**config.mk**
```make
export PLATFORM = sky130hd
export DESIGN_NAME = conv_window_sequencer
export DESIGN_NICKNAME = d
export VERILOG_FILES = /design/src/rtl/conv_window_sequencer.sv
export SDC_FILE = /design/constraint.sdc
export NUM_CORES = 1
export LEC_CHECK = 0
export ABC_AREA = 1
export BUFFER_PORTS_ARGS = -buffer_cell sky130_fd_sc_hd__buf_2
export CAP_MARGIN = 10
export CELL_PAD_IN_SITES_DETAIL_PLACEMENT = 0
export CELL_PAD_IN_SITES_GLOBAL_PLACEMENT = 2
export CORE_MARGIN = 2
export CORE_UTILIZATION = 28
export DETAILED_ROUTE_END_ITERATION = 8
export PLACE_DENSITY_LB_ADDON = 0.25
export SLEW_MARGIN = 20
export SYNTH_ARGS = -nofsm -noshare
export SYNTH_HDL_FRONTEND = slang
export SYNTH_SLANG_ARGS = --single-unit
```
**constraint.sdc**
```tcl
create_clock -name clk -period 6.86 [get_ports clk]
set_clock_uncertainty 0.05 [all_clocks]
set_input_delay 0.686 -clock clk [delete_from_list [all_inputs] [get_ports clk]]
set_output_delay 0.686 -clock clk [all_outputs]
set_load 0.1 [all_outputs]
```
**src/rtl/conv_window_sequencer.sv**
```systemverilog
// rtl/conv_window_sequencer.sv - 3x3x3 window walker feeding a MACC over a 6x6x3 image, 4x4 activation map
// Optional ReLU clamp on captured activations: CONV_WINDOW_SEQUENCER_RELU_EN
module conv_window_sequencer #(
    parameter int IMG_DIM      = 6,
    parameter int FILT_DIM     = 3,
    parameter int DEPTH        = 3,
    parameter int RAM_LATENCY  = 1,
    parameter int MACC_LATENCY = 1
) (
    input  logic        clk,
    input  logic        rst,
    input  logic        start,
    output logic        busy,
    output logic        done,
    output logic [6:0]  pix_addr,
    input  logic [17:0] mem_rdata,
    output logic [17:0] image_pixel,
    output logic [1:0]  frow,
    output logic [1:0]  fcol,
    output logic [1:0]  fdep,
    output logic        macc_rst,
    input  logic [47:0] activation,
    output logic [47:0] act_out,
    output logic        act_valid,
    output logic [1:0]  act_row,
    output logic [1:0]  act_col
);

    localparam int         OUT_DIM    = IMG_DIM - FILT_DIM + 1;
    localparam logic [1:0] FMAX       = 2'(FILT_DIM - 1);
    localparam logic [1:0] DMAX       = 2'(DEPTH - 1);
    localparam logic [1:0] OMAX       = 2'(OUT_DIM - 1);
    localparam logic [3:0] DRAIN_LAST = 4'(MACC_LATENCY);
    localparam logic [6:0] IMG_W      = 7'(IMG_DIM);
    localparam logic [6:0] DEP_W      = 7'(DEPTH);

    if (RAM_LATENCY != 1) begin : g_ram_latency_check
        $error("conv_window_sequencer: only RAM_LATENCY=1 is supported");
    end

    typedef enum logic [2:0] {
        S_IDLE,
        S_CLEAR,
        S_RUN,
        S_DRAIN,
        S_EMIT
    } state_t;

    state_t      r_state;
    state_t      w_next;

    logic [1:0]  r_orow, r_ocol;
    logic [1:0]  r_fr, r_fc, r_fd;
    logic [3:0]  r_drain;
    logic [6:0]  r_addr_hold;
    logic [1:0]  r_frow, r_fcol, r_fdep;
    logic        r_tap_valid;
    logic        r_macc_rst;
    logic [47:0] r_act_out;
    logic        r_act_valid;
    logic [1:0]  r_act_row, r_act_col;
    logic        r_done;

    logic        w_start_ok;
    logic        w_last_tap;
    logic        w_last_pos;
    logic        w_drain_done;
    logic [6:0]  w_img_r, w_img_c;
    logic [6:0]  w_addr;
    logic [47:0] w_act_next;

    // busy stays up through the done cycle so a start coincident with done is ignored
    assign busy         = (r_state != S_IDLE) || r_done;
    assign w_start_ok   = start && !busy;
    assign w_last_tap   = (r_fr == FMAX) && (r_fc == FMAX) && (r_fd == DMAX);
    assign w_last_pos   = (r_orow == OMAX) && (r_ocol == OMAX);
    assign w_drain_done = (r_drain == DRAIN_LAST);

    assign w_img_r = {5'd0, r_orow} + {5'd0, r_fr};
    assign w_img_c = {5'd0, r_ocol} + {5'd0, r_fc};
    assign w_addr  = (w_img_r * IMG_W + w_img_c) * DEP_W + {5'd0, r_fd};

    always_comb begin
`ifdef CONV_WINDOW_SEQUENCER_RELU_EN
        w_act_next = activation[47] ? 48'd0 : activation;
`else
        w_act_next = activation;
`endif
    end

    always_ff @(posedge clk) begin
        if (rst) begin
            r_state <= S_IDLE;
        end else begin
            r_state <= w_next;
        end
    end

    always_comb begin
        w_next = r_state;
        case (r_state)
            S_IDLE:  if (w_start_ok) w_next = S_CLEAR;
            S_CLEAR: w_next = S_RUN;
            S_RUN:   if (w_last_tap) w_next = S_DRAIN;
            S_DRAIN: if (w_drain_done) w_next = S_EMIT;
            S_EMIT:  w_next = w_last_pos ? S_IDLE : S_CLEAR;
            default: w_next = S_IDLE;
        endcase
    end

    always_ff @(posedge clk) begin
        if (rst) begin
            r_orow      <= '0;
            r_ocol      <= '0;
            r_fr        <= '0;
            r_fc        <= '0;
            r_fd        <= '0;
            r_drain     <= '0;
            r_addr_hold <= '0;
            r_frow      <= '0;
            r_fcol      <= '0;
            r_fdep      <= '0;
            r_tap_valid <= 1'b0;
            r_macc_rst  <= 1'b0;
            r_act_out   <= '0;
            r_act_valid <= 1'b0;
            r_act_row   <= '0;
            r_act_col   <= '0;
            r_done      <= 1'b0;
        end else begin
            r_act_valid <= 1'b0;
            r_done      <= 1'b0;
            // MACC-side controls trail the address by one cycle to line up with RAM data
            r_tap_valid <= (r_state == S_RUN);
            r_macc_rst  <= (r_state == S_CLEAR);
            case (r_state)
                S_IDLE: begin
                    if (w_start_ok) begin
                        r_orow <= '0;
                        r_ocol <= '0;
                    end
                end
                S_CLEAR: begin
                    r_fr    <= '0;
                    r_fc    <= '0;
                    r_fd    <= '0;
                    r_drain <= '0;
                end
                S_RUN: begin
                    r_addr_hold <= w_addr;
                    r_frow      <= r_fr;
                    r_fcol      <= r_fc;
                    r_fdep      <= r_fd;
                    if (r_fd == DMAX) begin
                        r_fd <= '0;
                        if (r_fc == FMAX) begin
                            r_fc <= '0;
                            r_fr <= r_fr + 2'd1;
                        end else begin
                            r_fc <= r_fc + 2'd1;
                        end
                    end else begin
                        r_fd <= r_fd + 2'd1;
                    end
                end
                S_DRAIN: begin
                    r_drain <= r_drain + 4'd1;
                end
                S_EMIT: begin
                    r_act_out   <= w_act_next;
                    r_act_row   <= r_orow;
                    r_act_col   <= r_ocol;
                    r_act_valid <= 1'b1;
                    r_done      <= w_last_pos;
                    if (r_ocol == OMAX) begin
                        r_ocol <= '0;
                        r_orow <= r_orow + 2'd1;
                    end else begin
                        r_ocol <= r_ocol + 2'd1;
                    end
                end
                default: ;
            endcase
        end
    end

    assign pix_addr    = (r_state == S_RUN) ? w_addr : r_addr_hold;
    assign image_pixel = r_tap_valid ? mem_rdata : 18'd0;
    assign frow        = r_frow;
    assign fcol        = r_fcol;
    assign fdep        = r_fdep;
    assign macc_rst    = r_macc_rst;
    assign act_out     = r_act_out;
    assign act_valid   = r_act_valid;
    assign act_row     = r_act_row;
    assign act_col     = r_act_col;
    assign done        = r_done;

endmodule

```
==> flow_summary.ini <==
[outcome]
status = finished, final reports clean

[global_route]
track_usage_pct = 13.7
grt_max_degree = 60
grt_overflow = 0
first_global_vias = 3607
grt_pass1_wl_microns = 16400
antenna_found_initial = 0

[timing]
whs_ps = 409
tightest_slew_ps = 854
max_freq_ghz = 0.193
layout_worst_path_cycle_share_pct = 75.6
relSlewSlack_pct = 42.9
fin_setup_tns_ps = 0
period_needed_ps = 5190
grt_setup_unrepaired = false
finalSetupViolations = 0
hold_viol_final = 0
timing.final.max_slew_violations = 0

[cells_and_area]
num-fill-cells = 1490
diodes = 0
drive_above_1_share_pct = 29.3
syn_to_final_growth_pct = 28.3
fin_nets = 767

[clock_tree]
post_cts_resize_count = 0
numClockSinks = 86
cts_buffers = 9
clkLatencyLatePin_ps = 340
cts-root-buf = clkbuf_16
hold_buffers = 0
clkTransAtPathRegs_ps = 60
cts.path.max_buffers = 2
cts_setup_buffers = 0
cts.htree.levels = 3
cts_tree = built

[place]
gp_congestion = 0.715
portBuffers = 155
dp_hpwl_microns = 7170

[die]
coreArea_sq_mm = 0.0140
die_h_microns = 124
rows = 43
die-area_sq_mm = 0.0154
ioPinCount = 156
initial_utilization_pct = 28.8
die_x_microns = 124

[worst_setup_path]
path_max_fanout = 5
path_buf_inv = 6
crit_top_cell = inv_1
slowest_stage = fa_1
cp.required_ps = 6120
cp_cell_sequence = ha_1 -> inv_1 -> fa_1 -> inv_1 -> ha_1 -> inv_1 -> fa_1 -> inv_1 -> nand3_1 -> nand2_1 -> xor2_1 -> ha_1 -> ha_1 -> a21oi_1 -> nand2_1 -> nor2b_1 -> nand3_1 -> nand3_1 -> nand2_1 -> inv_1 -> buf_2
startpoint = r_orow[0]$_SDFFE_PP0P_
path_depth = 21
cpPeakStageDelay_ps = 550
cp-start-kind = flip-flop
worstSetupEndpoint = pix_addr[6]
rrSetupSlack_ps = 2950
r2r-start = r_orow[0]$_SDFFE_PP0P_
cp-end-kind = output pin
rr_endpoint = r_addr_hold[4]$_SDFF_PP0_
cp_top_family = adder cells
path_class = flip-flop to output pin
reg2reg_depth = 16
cp.arrival_ps = 4450

[route]
drc = 0
vias_per_cell = 4.37
wire_per_inst_microns = 12.1
drtIter0Drc = 117
num_vias = 3736
dr.pass1.iters = 5
drt_wl_total_microns = 10300
drtAntennaViolNets = 0

[yosys]
syn_nets = 623
synth_top_cell_area_share_pct = 42.7
synth_compound_area_share_pct = 12.4
synth_area_per_cell_sq_um = 7.66
ys_top_cells_by_area = dfxtp_1 (43%), nor2_1 (12%), o21ai_0 (7.9%)
synth_top_family_by_area = simple AND/OR/NAND/NOR gates
synth_area_leader_cell = dfxtp_1
synth_cells = 526
yosys_warnings = 0
netlist_area_sq_mm = 0.00403
synth-seq-area-share_pct = 42.7
synthXorXnorAreaFrac_pct = 1.74
synth_seq_cells = 86
synth_mux_area_share_pct = 0
synthSimpleGateAreaFrac_pct = 23.4
ys_types = 35
synth_adder_area_share_pct = 9.81

[pwr]
vdd_drop_max_mv = 0.109
p_leak_uw = 0.00288
p_per_area_mw_per_mm2 = 335

[hold_path]
hold_class = flip-flop to flip-flop
min_path_cells = 2

[run]
maxCapViolCount = 0
==> final cells by class <==
cell class                 instances  area, sq um  share of cell area [%]
clock buffer                      10          239                    4.62
inverter                          61          236                    4.57
clock inverter                     6         45.0                   0.871
multi-input combinational        355         1920                    37.0
timing repair buffer             157          791                    15.3
tap                              180          225                    4.35
sequential                        86         1720                    33.3
==> logic make-up (layout without fill, tap and decap cells) <==
logic type / count (synthesis) / after routing
DFF: 86 / 86
adders and majority gates: 28 / 28
buffers and inverters: 85 / 234
xor gates and xnor gates: 8 / 8
AOI/OAI and AO/OA: 92 / 92
and+or+nand+nor: 227 / 227
==> per-layer routing <==
| metal | global-route usage (%) | up-vias | part of all wire (%) |
|---|---|---|---|
| met3 | 5.08 | 11 | 9.4 |
| met4 | 5.97 | 0 | 1.6 |
| met5 | 0 | - | 0 |
| li1 | - | 1944 | - |
| met2 | 23.4 | 127 | 46 |
| met1 | 15.3 | 1654 | 43 |
==> synthesized netlist by cell type <==
cell type / number
nor2b_1: 1
nand4_1: 2
inv_1: 55
nand2_2: 4
a21oi_1: 15
buf_6: 7
o21ai_0: 64
a21oi_4: 1
a211oi_1: 4
a31oi_1: 1
fa_1: 6
inv_8: 1
ha_1: 22
nor2_1: 126
and2_1: 1
inv_2: 5
nand3_2: 1
nor3_1: 1
o21ai_2: 2
xor2_1: 5
o21ai_1: 2
nand3_1: 16
buf_4: 5
dfxtp_1: 86
nand2_1: 65
nor3_4: 1
nor2_2: 2
nor3b_1: 1
or2_2: 4
a21oi_2: 2
clkbuf_1: 11
nor3_2: 2
a2bb2oi_1: 1
xnor2_1: 3
buf_2: 1
==> power by group <==
part | switching, uW | internal [uW] | total, uW
Combinational | 560 | 122 | 682
Clock | 214 | 257 | 471
Sequential | 33.2 | 546 | 580
Total | 807 | 925 | 1730
==> per-stage QoR <==
stage	setup slack, ps	total power, uW	area [sq um]	std cells	utilization, %
after floorplan	2060	1170	4030	526	-
after global placement	2120	1270	4890	839	35.0
after detailed placement	2030	1280	4890	839	35.0
after CTS	1630	1760	5170	855	37.0
after global routing	1320	1820	5170	855	37.0
final	1670	1730	5170	855	37.0
==> state kept, by name, indices dropped and copies added, names as in the netlist, 3 cells and up <==
register	flops
r_drain	4
r_state	3
r_addr_hold	7
act_out	48
==> tightest hold or removal path, stage by stage (launching register included) <==
cell and delay (ps):
dfxtp_1 310, nand2_1 60, a21oi_1 50
==> worst min path at each step <==
stage	from	endpoint	slack, ps
finish	fdep[0]$_SDFFE_PP0P_	fdep[0]$_SDFFE_PP0P_	410
global route	fdep[0]$_SDFFE_PP0P_	fdep[0]$_SDFFE_PP0P_	440
CTS	fdep[0]$_SDFFE_PP0P_	fdep[0]$_SDFFE_PP0P_	410
detailed placement	fdep[0]$_SDFFE_PP0P_	fdep[0]$_SDFFE_PP0P_	410
global placement	fdep[0]$_SDFFE_PP0P_	fdep[0]$_SDFFE_PP0P_	400
floorplan	r_fr[1]$_SDFFE_PP0P_	r_fr[1]$_SDFFE_PP0P_	410
==> cells in the final DEF (no fill, tap or decap), types with 2 or more instances in the layout <==
master      synthesis  routed
nand2_1            65      65
a21oi_1            15      15
or2_2               4       4
a211oi_1            4       4
nand2_2             4       4
nor2_1            126     126
inv_1              55      55
dfxtp_1            86      86
buf_4               5       2
fa_1                6       6
o21ai_0            64      64
clkinvlp_4          0       3
nand4_1             2       2
o21ai_2             2       2
xor2_1              5       5
buf_2               1     155
ha_1               22      22
a21oi_2             2       2
nor3_2              2       2
o21ai_1             2       2
xnor2_1             3       3
inv_2               5       5
clkbuf_16           0       9
nand3_1            16      16
Note: power is estimated with default switching activity, not from simulation.
